<file path="src/rtl/dp_ram_march_ctrl.sv">
// ---------------------------------------------------------------------------
// dp_ram_march_ctrl
//
// Self-test sequencer for a dual-port RAM. While a test runs it owns the
// RAM's read and write ports and executes a four-element march:
//   M0  ascending   write P0
//   M1  ascending   read (expect P0), write P1
//   M2  descending  read (expect P1), write P0
//   M3  ascending   read (expect P0)
// with P0 = all-zeros and P1 = all-ones. Every read is compared against the
// expected background; pass/fail status and first-failure diagnostics are
// kept until the next test starts.
//
// Ports:
//   clk, rst_n          clock, asynchronous active-low reset
//   start               single-cycle test request, honoured only when idle
//   abort               stops a running test at the next edge
//   rd_en, rd_addr      RAM read port (data_out valid one cycle after rd_en)
//   wr_en, wr_addr      RAM write port
//   data_in             RAM write data
//   data_mask_in        RAM write bit mask, always all-ones
//   data_out            RAM read data
//   busy                test in progress; selects this block at the RAM mux
//   done                sticky: last test ran to completion
//   fail                sticky: last test saw at least one miscompare
//   fail_addr           address of the first miscompare
//   fail_syndrome       data_out ^ expected at the first miscompare
//   fail_count          saturating miscompare counter
//   cur_elem            march element currently running
// ---------------------------------------------------------------------------
module dp_ram_march_ctrl #(
    parameter int ADDR_WIDTH     = 4,
    parameter int DATA_WIDTH     = 32,
    parameter bit STOP_ON_FAIL   = 1'b0,
    parameter int FAIL_CNT_WIDTH = 8
) (
    input  logic                      clk,
    input  logic                      rst_n,
    input  logic                      start,
    input  logic                      abort,
    output logic                      rd_en,
    output logic [ADDR_WIDTH-1:0]     rd_addr,
    output logic                      wr_en,
    output logic [ADDR_WIDTH-1:0]     wr_addr,
    output logic [DATA_WIDTH-1:0]     data_in,
    output logic [DATA_WIDTH-1:0]     data_mask_in,
    input  logic [DATA_WIDTH-1:0]     data_out,
    output logic                      busy,
    output logic                      done,
    output logic                      fail,
    output logic [ADDR_WIDTH-1:0]     fail_addr,
    output logic [DATA_WIDTH-1:0]     fail_syndrome,
    output logic [FAIL_CNT_WIDTH-1:0] fail_count,
    output logic [1:0]                cur_elem
);

    localparam logic [ADDR_WIDTH-1:0] LAST_ADDR = '1;

    typedef enum logic [1:0] {
        IDLE,
        WR,
        RD,
        CHK
    } state_t;

    state_t                    state, state_next;
    logic [1:0]                elem, elem_next;
    logic [ADDR_WIDTH-1:0]     addr, addr_next;
    logic                      done_next, fail_next;
    logic [ADDR_WIDTH-1:0]     fail_addr_next;
    logic [DATA_WIDTH-1:0]     fail_syndrome_next;
    logic [FAIL_CNT_WIDTH-1:0] fail_count_next;

    logic [DATA_WIDTH-1:0]     expected;
    logic                      miscompare;
    logic                      elem_last_addr;

    // RAM controls come only from registered state/address, so nothing on
    // start/abort/data_out can reach them combinationally. Writes happen in
    // WR (M0) and in the CHK cycle of M1/M2, never in the same cycle as RD.
    assign rd_en        = (state == RD);
    assign wr_en        = (state == WR) ||
                          ((state == CHK) && ((elem == 2'd1) || (elem == 2'd2)));
    assign rd_addr      = addr;
    assign wr_addr      = addr;
    assign data_in      = ((state == CHK) && (elem == 2'd1)) ? '1 : '0;
    assign data_mask_in = '1;
    assign busy         = (state != IDLE);
    assign cur_elem     = elem;

    // Only M2 reads back P1; M1 and M3 expect P0. M2 is the one descending
    // element, so its final address is 0 instead of DEPTH-1.
    assign expected       = (elem == 2'd2) ? '1 : '0;
    assign miscompare     = (state == CHK) && (data_out != expected);
    assign elem_last_addr = (elem == 2'd2) ? (addr == '0) : (addr == LAST_ADDR);

    // State and datapath registers.
    always_ff @(posedge clk or negedge rst_n) begin
        if (!rst_n) begin
            state         <= IDLE;
            elem          <= 2'd0;
            addr          <= '0;
            done          <= 1'b0;
            fail          <= 1'b0;
            fail_addr     <= '0;
            fail_syndrome <= '0;
            fail_count    <= '0;
        end else begin
            state         <= state_next;
            elem          <= elem_next;
            addr          <= addr_next;
            done          <= done_next;
            fail          <= fail_next;
            fail_addr     <= fail_addr_next;
            fail_syndrome <= fail_syndrome_next;
            fail_count    <= fail_count_next;
        end
    end

    // Next-state, address sequencing and diagnostic capture.
    always_comb begin
        state_next         = state;
        elem_next          = elem;
        addr_next          = addr;
        done_next          = done;
        fail_next          = fail;
        fail_addr_next     = fail_addr;
        fail_syndrome_next = fail_syndrome;
        fail_count_next    = fail_count;

        case (state)
            IDLE: begin
                if (start && !abort) begin
                    state_next         = WR;
                    elem_next          = 2'd0;
                    addr_next          = '0;
                    done_next          = 1'b0;
                    fail_next          = 1'b0;
                    fail_addr_next     = '0;
                    fail_syndrome_next = '0;
                    fail_count_next    = '0;
                end
            end
            WR: begin
                if (addr == LAST_ADDR) begin
                    state_next = RD;
                    elem_next  = 2'd1;
                    addr_next  = '0;
                end else begin
                    addr_next = addr + 1'b1;
                end
            end
            RD: begin
                state_next = CHK;
            end
            CHK: begin
                if (miscompare) begin
                    fail_next = 1'b1;
                    if (fail_count != '1) begin
                        fail_count_next = fail_count + 1'b1;
                    end
                    // Only the first miscompare of a test is recorded.
                    if (fail_count == '0) begin
                        fail_addr_next     = addr;
                        fail_syndrome_next = data_out ^ expected;
                    end
                end
                if (miscompare && STOP_ON_FAIL) begin
                    state_next = IDLE;
                    done_next  = 1'b1;
                    addr_next  = '0;
                end else if (elem_last_addr) begin
                    if (elem == 2'd3) begin
                        state_next = IDLE;
                        done_next  = 1'b1;
                        addr_next  = '0;
                    end else begin
                        state_next = RD;
                        elem_next  = elem + 2'd1;
                        addr_next  = (elem == 2'd1) ? LAST_ADDR : '0;
                    end
                end else begin
                    state_next = RD;
                    addr_next  = (elem == 2'd2) ? (addr - 1'b1) : (addr + 1'b1);
                end
            end
            default: begin
                state_next = IDLE;
            end
        endcase

        // Abort overrides everything: the test ends unfinished and the
        // diagnostics keep whatever they held before this cycle.
        if (abort && (state != IDLE)) begin
            state_next         = IDLE;
            addr_next          = '0;
            done_next          = 1'b0;
            fail_next          = fail;
            fail_addr_next     = fail_addr;
            fail_syndrome_next = fail_syndrome;
            fail_count_next    = fail_count;
        end
    end

endmodule

</file>
<file path="config.mk">
export PLATFORM = sky130hd
export DESIGN_NAME = dp_ram_march_ctrl
export DESIGN_NICKNAME = d
export VERILOG_FILES = /design/src/rtl/dp_ram_march_ctrl.sv
export SDC_FILE = /design/constraint.sdc
export NUM_CORES = 1
export LEC_CHECK = 0
export BUFFER_PORTS_ARGS = -buffer_cell sky130_fd_sc_hd__buf_2
export CORE_ASPECT_RATIO = 0.5
export CORE_MARGIN = 2
export CORE_UTILIZATION = 45
export CTS_CLUSTER_SIZE = 25
export DETAILED_ROUTE_END_ITERATION = 10
export MAX_ROUTING_LAYER = met4
export PLACE_DENSITY = 0.82
export SLEW_MARGIN = 20
export SYNTH_ARGS = -nofsm -noshare
export SYNTH_HDL_FRONTEND = slang
export SYNTH_SLANG_ARGS = --single-unit
</file>
<file path="constraint.sdc">
create_clock -name clk -period 3.4 [get_ports clk]
set_clock_uncertainty 0.2 [all_clocks]
set_input_delay 0.85 -clock clk [delete_from_list [all_inputs] [get_ports clk]]
set_output_delay 0.85 -clock clk [all_outputs]
set_load 0.05 [all_outputs]
</file>
# Yosys cells after proc, flatten, opt, wreduce, memory -nomap -nowiden
# Cells that the tools add are included.
# classes
reduce_logical,23
muxes,40
add_sub_neg,4
n_eq_ne,20
bitwise,2
# ops
op,count
2-to-1 mux 32 bit,5
case mux 32 bit (2 select lines),1
2-to-1 mux 4 bit,9
inequality test 32 bit,1
XOR 32 bit,1
2-to-1 mux 8 bit,3
2-to-1 mux 2 bit,9
case mux 8 bit (2 select lines),1
AND reduction 5 bit,3
case mux 4 bit (3 select lines),1
adder 8 x 1 -> 8 bit (second input constant),1
== test 2 bit (second input constant),4
logical NOT 8 bit,1
inequality test 2 bit (second input constant),4
inequality test 8 bit (second input constant),1
case mux 2 bit (4 select lines),1
case mux 4 bit (2 select lines),1
AND reduction 4 bit,2
2-to-1 mux 1 bit,6
inequality test 2 x 1 -> 1 bit (second input constant),3
inequality test 3 x 1 -> 1 bit (second input constant),2
case mux 2 bit (3 select lines),1
nonzero test 3 bit,2
logical AND 1 bit,5
other kinds (16),21
# word_totals
word_cells,97
out_inout_bits,123
reg_bits,54

# Depth between registers and ports, before layout
# Gate-level depths: netlist of the first run.
# logic_depth
depth_word,6
ltp_mapped,12

# Worst setup path before layout of the first run
# Ideal clock, no wire load.
# synth_path
path_kind,flip-flop to output port
from,reg elem[0] (netlist: cur_elem[0])
to,out data_in[10]
required_ns,2.350
path_stages_with_launch,4
setup_slack_ns,0.025
t_arrival_ns,2.325
n_path_buf,1
cell_sequence,dfrtp_1 > ha_1 > and3_1 > buf_4
# synth_between
elab_chain_cells,3
# synth_lines
item,line,rtl
start: declaration,67,"logic [1:0] elem, elem_next;"
start signal: assignment,110,elem <= elem_next;
== test 2 x 1 -> 1 bit,86,assign data_in = ((state == CHK) && (elem == 2'd1)) ? '1 : '0;
logical AND 1 bit,86,
2-to-1 mux 32 bit,86,
end: declaration,45,"output logic [DATA_WIDTH-1:0] data_in,"
# Every way passes these cells.

# Worst setup path in the final report of the first run
# layout_path
from,reg elem[0] (netlist: cur_elem[0])
to,reg fail_count[0]
# layout_between
elab_chain_cells,6
# layout_lines
item,line,rtl
== test 2 bit,93,assign expected = (elem == 2'd2) ? '1 : '0;
2-to-1 mux 32 bit,93,
inequality test 32 bit,94,assign miscompare = (state == CHK) && (data_out != expected);
logical AND 1 bit,94,
inequality test 2 bit (no line),--,
AND reduction 5 bit (no line),--,
end signal: assignment,116,fail_count <= fail_count_next;
end: declaration,53,"output logic [FAIL_CNT_WIDTH-1:0] fail_count,"
# Every way passes these cells.
# A chain may end at the register's enable or synchronous reset.

==> results by group, run 1 <==
Floorplan
  • Row cnt: 23
  • Starting Density: 47.5%
  • Die height: 69.7 µm
  • Die area: 0.00943 mm²
  • Die width: 135 µm
  • Ports: 159
  • Core box area: 0.00817 mm²

Placement
  • Pre-CTS setup slack: 202 ps
  • Dpl hpwl: 6.21 mm
  • Placed Area: 0.00418 mm²
  • Inst Count DP: 561
  • IO Port Bufs: 126
  • Gpl congestion: 0.853

Logic synthesis
  • Post-synthesis mux area share: 2.74%
  • Ys flop type: dfrtp_1
  • Sequential element share of the synthesized area: 34.8%
  • Syn Area/Cell: 10.5 µm²
  • Synth Area in Simple Gates: 13.0%
  • Ys Warns: 0
  • Post-synth EDFFs: 0
  • Synth Area in Compound Gates: 20.0%
  • Synth Area in Adders: 2.26%
  • FF+latch count, synth: 54
  • Synth async-reset ratio: 100%
  • Synthesized area: 0.00388 mm²
  • Main combinational cell family by area after synthesis: compound AO/OA/AOI/OAI gates
  • Cells after Synth: 369
  • Xor/xnor share of the synthesized area: 7.67%
  • Yosys cell types: 50

Power and ir drop
  • Leak pwr: 2.15 nW
  • Power Density: 454 mW/mm²
  • Total power: 1.96 mW
  • Maximum vdd drop: 0.000250 V

Final layout
  • Share of cells above drive strength 1: 40.5%
  • Most frequent cells in the layout: buf_2, dfrtp_1, xnor2_1
  • Post-layout nets: 499
  • # diodes: 0
  • Final instance area: 0.00433 mm²
  • Area growth from synthesis to layout: 11.5%
  • Post-layout util: 52.9%
  • Commonest non-fill, non-tap cell in the layout: buf_2
  • Final cell count without fillers: 569
  • Fillers: 727

Clock tree
  • Clock sink count: 54
  • CTS Buf Count: 5
  • Clk Latency, worst-skew pair: 290 ps
  • H-tree Lvls: 2
  • Clock slew at reported path FFs: 70 ps
  • Post-CTS Hold Buffers: 0
  • Number of post-CTS setup repair buffers: 0
  • Root buffer cell: clkbuf_16
  • Clock Tree Buf Depth: 2
  • Cts repair resizes: 0
  • CTS tree: done

Worst setup path
  • Arr. time, crit path: 3130 ps
  • WP data required: 3380 ps
  • Top delay family on crit path: simple AND/OR/NAND/NOR gates
  • Crit path kind: reg2reg
  • Critical-path top delay cell: or4_1
  • CP Cell Sequence: inv_1, ha_2, buf_4, or4_1, nand2_1, nand3_1, nor4_4, buf_4, nor3_1, mux2_2
  • Worst setup EP type: flip-flop
  • CP Launch Type: flip-flop
  • Top fanout value on the critical path: 17
  • CP Buf/Inv Count: 3
  • Slowest cell delay on critical path: 520 ps
  • Top cell by count, worst path: buf_4

Status
  • Status: completed

Global route
  • Initial antenna violation count: 0
  • Vias in the first global route: 2729
  • GRT overflow: 0
  • GRT Resource Usage Total: 17.5%
  • First-pass GRT wire length: 13.2 mm
  • Pin count of the biggest net entering global routing: 36

Run
  • Max-cap violations: 0

Timing
  • Unrepaired setup endpoints after global routing: false
  • Crit share post-route: 92.6%
  • # setup viols final: 0
  • Fin crit period: 3150 ps
  • Worst hold slack: 282 ps
  • FMAX: 317 MHz
  • PnR worst setup slack: 250 ps
  • Setup TNS: 0 ps
  • Slew Limit Fails: 0
  • Final hold viol count: 0

Worst hold path
  • Worst Hold Class: reg2reg

Routing
  • Vias per cell: 5.16
  • Vias: 2936
  • Remaining DRCs: 0
  • Post-route antenna net violation count: 0
  • WL/cell: 14.5 µm
  • Final WL: 8.25 mm
  • DRT Pass-1 Iters: 4
  • Iteration-0 DRC Markers: 135
==> path summary, 6_finish.rpt <==
kind	from	to	slack [ps]	cells past startpoint
max in group asynchronous	rst_n	fail_syndrome[3]	1890	2
min in group asynchronous	rst_n	fail_syndrome[16]	300	1
min reg2reg	fail_syndrome[15]	fail_syndrome[15]	280	1
max reg2reg	cur_elem[0]	fail_count[0]	250	10
max	cur_elem[0]	fail_count[0]	250	10
min	fail_syndrome[15]	fail_syndrome[15]	280	1
==> where the power goes <==
part / switching [mW] / internal (mW) / total, mW
Sequential: 0.0598 / 0.698 / 0.758
Combinational: 0.517 / 0.192 / 0.709
Clock: 0.224 / 0.274 / 0.498
Total: 0.802 / 1.16 / 1.96
==> cell usage after synthesis, types with 2 or more instances <==
cell	instances	area (µm²)
buf_4	67	503
dfrtp_1	54	1350
xnor2_1	33	289
o2bb2ai_2	30	450
nand2_1	17	63.8
a21oi_1	15	75.1
or4_1	14	105
nor2_1	13	48.8
inv_1	10	37.5
clkbuf_1	9	33.8
nand4_1	9	56.3
mux2i_1	8	80.1
ha_1	7	87.6
o21ai_0	7	35.0
o2bb2ai_1	7	61.3
buf_12	6	120
nand3_1	5	25.0
and3_1	4	25.0
buf_6	4	45.0
nor3_1	4	20.0
o31ai_1	4	30.0
nor2b_1	3	18.8
nor3b_1	3	22.5
o211ai_1	3	22.5
a22o_1	2	17.5
a2bb2oi_1	2	17.5
buf_2	2	10.0
nand2b_1	2	12.5
nand3b_1	2	15.0
nor4_1	2	12.5
or3_1	2	12.5
==> registers in the layout, summed over array words and instances (netlist names) <==
signal	count
rd_addr	4
fail_syndrome	32
done	1
state	2
fail	1
fail_addr	4
cur_elem	2
fail_count	8
==> routing by layer <==
metal	GRT usage (%)	vias to the layer above	share of wire [%]
met4	3.94	0	0.90
met1	21.6	1425	42
met5	-	-	0
met2	30.7	114	51
li1	-	1390	-
met3	2.34	7	5.8
==> final cells by class <==
cell class                 count  area (µm²)  share of cell area, %
clock buffer                   6         129                   2.98
clock inverter                 2        13.8                  0.318
inverter                      10        37.5                  0.868
multi-input combinational    247        1900                   43.8
sequential                    54        1350                   31.2
tap                          112         140                   3.24
timing repair buffer         138         758                   17.5
==> cell families (layout without fill, tap and decap cells) <==
family                   count (synthesis)  count (layout)
adder cells (fa/ha/maj)                  7               7
AO/OA/AOI/OAI                           77              77
flip-flops                              54              54
buffers and inverters                   99             156
AND/OR/NAND/NOR                         87              87
other                                    1              32
XOR/XNOR                                34              34
multiplexers                            10              10
Note: power is estimated with default switching activity, not from simulation.
==> inputs of run 2 (changes only) <==
- MAX_ROUTING_LAYER: met4 -> unset
==> run 2 against run 1 <==
Effect of this change: power about the same; cell count unchanged; count of clock-buffer cells in the layout unchanged; critical endpoint unchanged.
==> results by group, run 2 (synthesis gave the netlist of run 1 again) <==
Status
  • Status: completed

Placement
  • Pre-CTS setup slack: 202 ps
  • Gpl congestion: 0.840
  • IO Port Bufs: 126
  • Dpl hpwl: 6.21 mm

Clock tree
  • Cts repair resizes: 0
  • Clk Latency, worst-skew pair: 290 ps
  • CTS Buf Count: 5
  • Number of post-CTS setup repair buffers: 0
  • Clock Tree Buf Depth: 2
  • Root buffer cell: clkbuf_16
  • Clock slew at reported path FFs: 70 ps
  • CTS tree: done
  • H-tree Lvls: 2
  • Post-CTS Hold Buffers: 0
  • Clock sink count: 54

Power and ir drop
  • Gate power share: 36.1%
  • Cell-internal power: 1.16 mW
  • Leak pwr: 2.15 nW
  • Maximum vdd drop: 0.000250 V
  • Sw Share: 40.8%
  • Psw: 803 µW
  • Clock Power Share: 25.4%
  • Power Density: 454 mW/mm²
  • Seq pwr share: 38.5%

Routing
  • Post-route antenna net violation count: 0
  • DRT Pass-1 Iters: 4
  • Iteration-0 DRC Markers: 95
  • Remaining DRCs: 0
  • Final WL: 8.27 mm
  • WL/cell: 14.5 µm
  • Vias: 2925
  • Vias per cell: 5.14

Final layout
  • Fillers: 727
  • Reg area: 0.00135 mm²
  • Most frequent cells in the layout: buf_2, dfrtp_1, xnor2_1
  • Share of cells above drive strength 1: 40.5%
  • # diodes: 0
  • Footprint of the multi-input gates: 0.00190 mm²
  • Commonest non-fill, non-tap cell in the layout: buf_2
  • Post-layout util: 52.9%
  • Post-layout nets: 499
  • Largest register FFs: 32
  • Area growth from synthesis to layout: 11.5%
  • Largest regs: fail_syndrome x32, fail_count x8
  • Largest Register: fail_syndrome

Global route
  • Vias in the first global route: 2728
  • GRT overflow: 0
  • First-pass GRT wire length: 13.2 mm
  • GRT Resource Usage Total: 17.0%
  • Pin count of the biggest net entering global routing: 36
  • Initial antenna violation count: 0

Floorplan
  • Die height: 69.7 µm
  • Die area: 0.00943 mm²
  • Core box area: 0.00817 mm²
  • Die width: 135 µm
  • Starting Density: 47.5%
  • Ports: 159
  • Row cnt: 23

Timing
  • Fin crit period: 3160 ps
  • Setup TNS: 0 ps
  • Unrepaired setup endpoints after global routing: false
  • Final hold viol count: 0
  • Slew Limit Fails: 0
  • FMAX: 316 MHz
  • Crit share post-route: 93.0%
  • PnR worst setup slack: 236 ps
  • Worst hold slack: 281 ps
  • # setup viols final: 0

Run
  • Max-cap violations: 0

Worst setup path
  • Worst setup EP type: flip-flop
  • Crit path kind: reg2reg
  • CP Launch Type: flip-flop
  • Arr. time, crit path: 3140 ps
  • Top fanout value on the critical path: 17
  • WP data required: 3380 ps

Worst hold path
  • Worst Hold Class: reg2reg
[run 2: cell counts in the layout (fill, tap and decap cells not counted)]
Identical to the previous run, type by type.
[run 2: path summary, 6_finish.rpt]
path | cells past startpoint | to | slack [ps] | startpoint
max in group asynchronous | 2 | fail_syndrome[3] | 1880 | rst_n
worst max register to register | 10 | fail_count[0] | 240 | cur_elem[0]
worst min-delay path | 1 | fail_syndrome[15] | 280 | fail_syndrome[15]
min in group asynchronous | 1 | fail_syndrome[16] | 300 | rst_n
worst min register to register | 1 | fail_syndrome[15] | 280 | fail_syndrome[15]
worst max-delay path | 10 | fail_count[0] | 240 | cur_elem[0]
[run 2: power by group through the flow]
stage                     clock network [mW]  registers, mW  logic, mW
after global routing                   0.534          0.767      0.748
after global placement                     0          0.770      0.699
after CTS                              0.510          0.758      0.712
after detailed placement                   0          0.768      0.711
after floorplan                            0          0.942      0.422
final                                  0.499          0.758      0.710
[run 2: stage by stage]
step	instances	cell area, µm²	power [mW]
after floorplan	400	4000	1.36
after global placement	561	4180	1.47
after detailed placement	561	4180	1.48
after CTS	569	4330	1.98
after global routing	569	4330	2.05
final	569	4330	1.97
[run 2: final cells by class]
| cell class | count | area share, % |
|---|---|---|
| Multi-Input combinational cell | 247 | 43.8 |
| Sequential cell | 54 | 31.2 |
| Timing Repair Buffer | 138 | 17.5 |
| Tap cell | 112 | 3.24 |
| Clock buffer | 6 | 2.98 |
| Inverter | 10 | 0.868 |
| Clock inverter | 2 | 0.318 |
[run 2: per-layer routing]
| metal | vias up | wire length [µm] | track usage [%] |
|---|---|---|---|
| met1 | 1413 | 3510 | 21.1 |
| met3 | 7 | 476 | 3.00 |
| met2 | 115 | 4230 | 30.8 |
| met4 | 0 | 61 | 3.94 |
| li1 | 1390 | - | - |
| met5 | - | 0 | 0 |
[run 2: worst max-delay path, stage by stage, from the launching register on]
cell     delay [ps]
dfrtp_1         420
inv_1            90
ha_2            330
buf_4           260
or4_1           520
nand2_1         100
nand3_1         130
nor4_4          350
buf_4           240
nor3_1          100
mux2_2          300
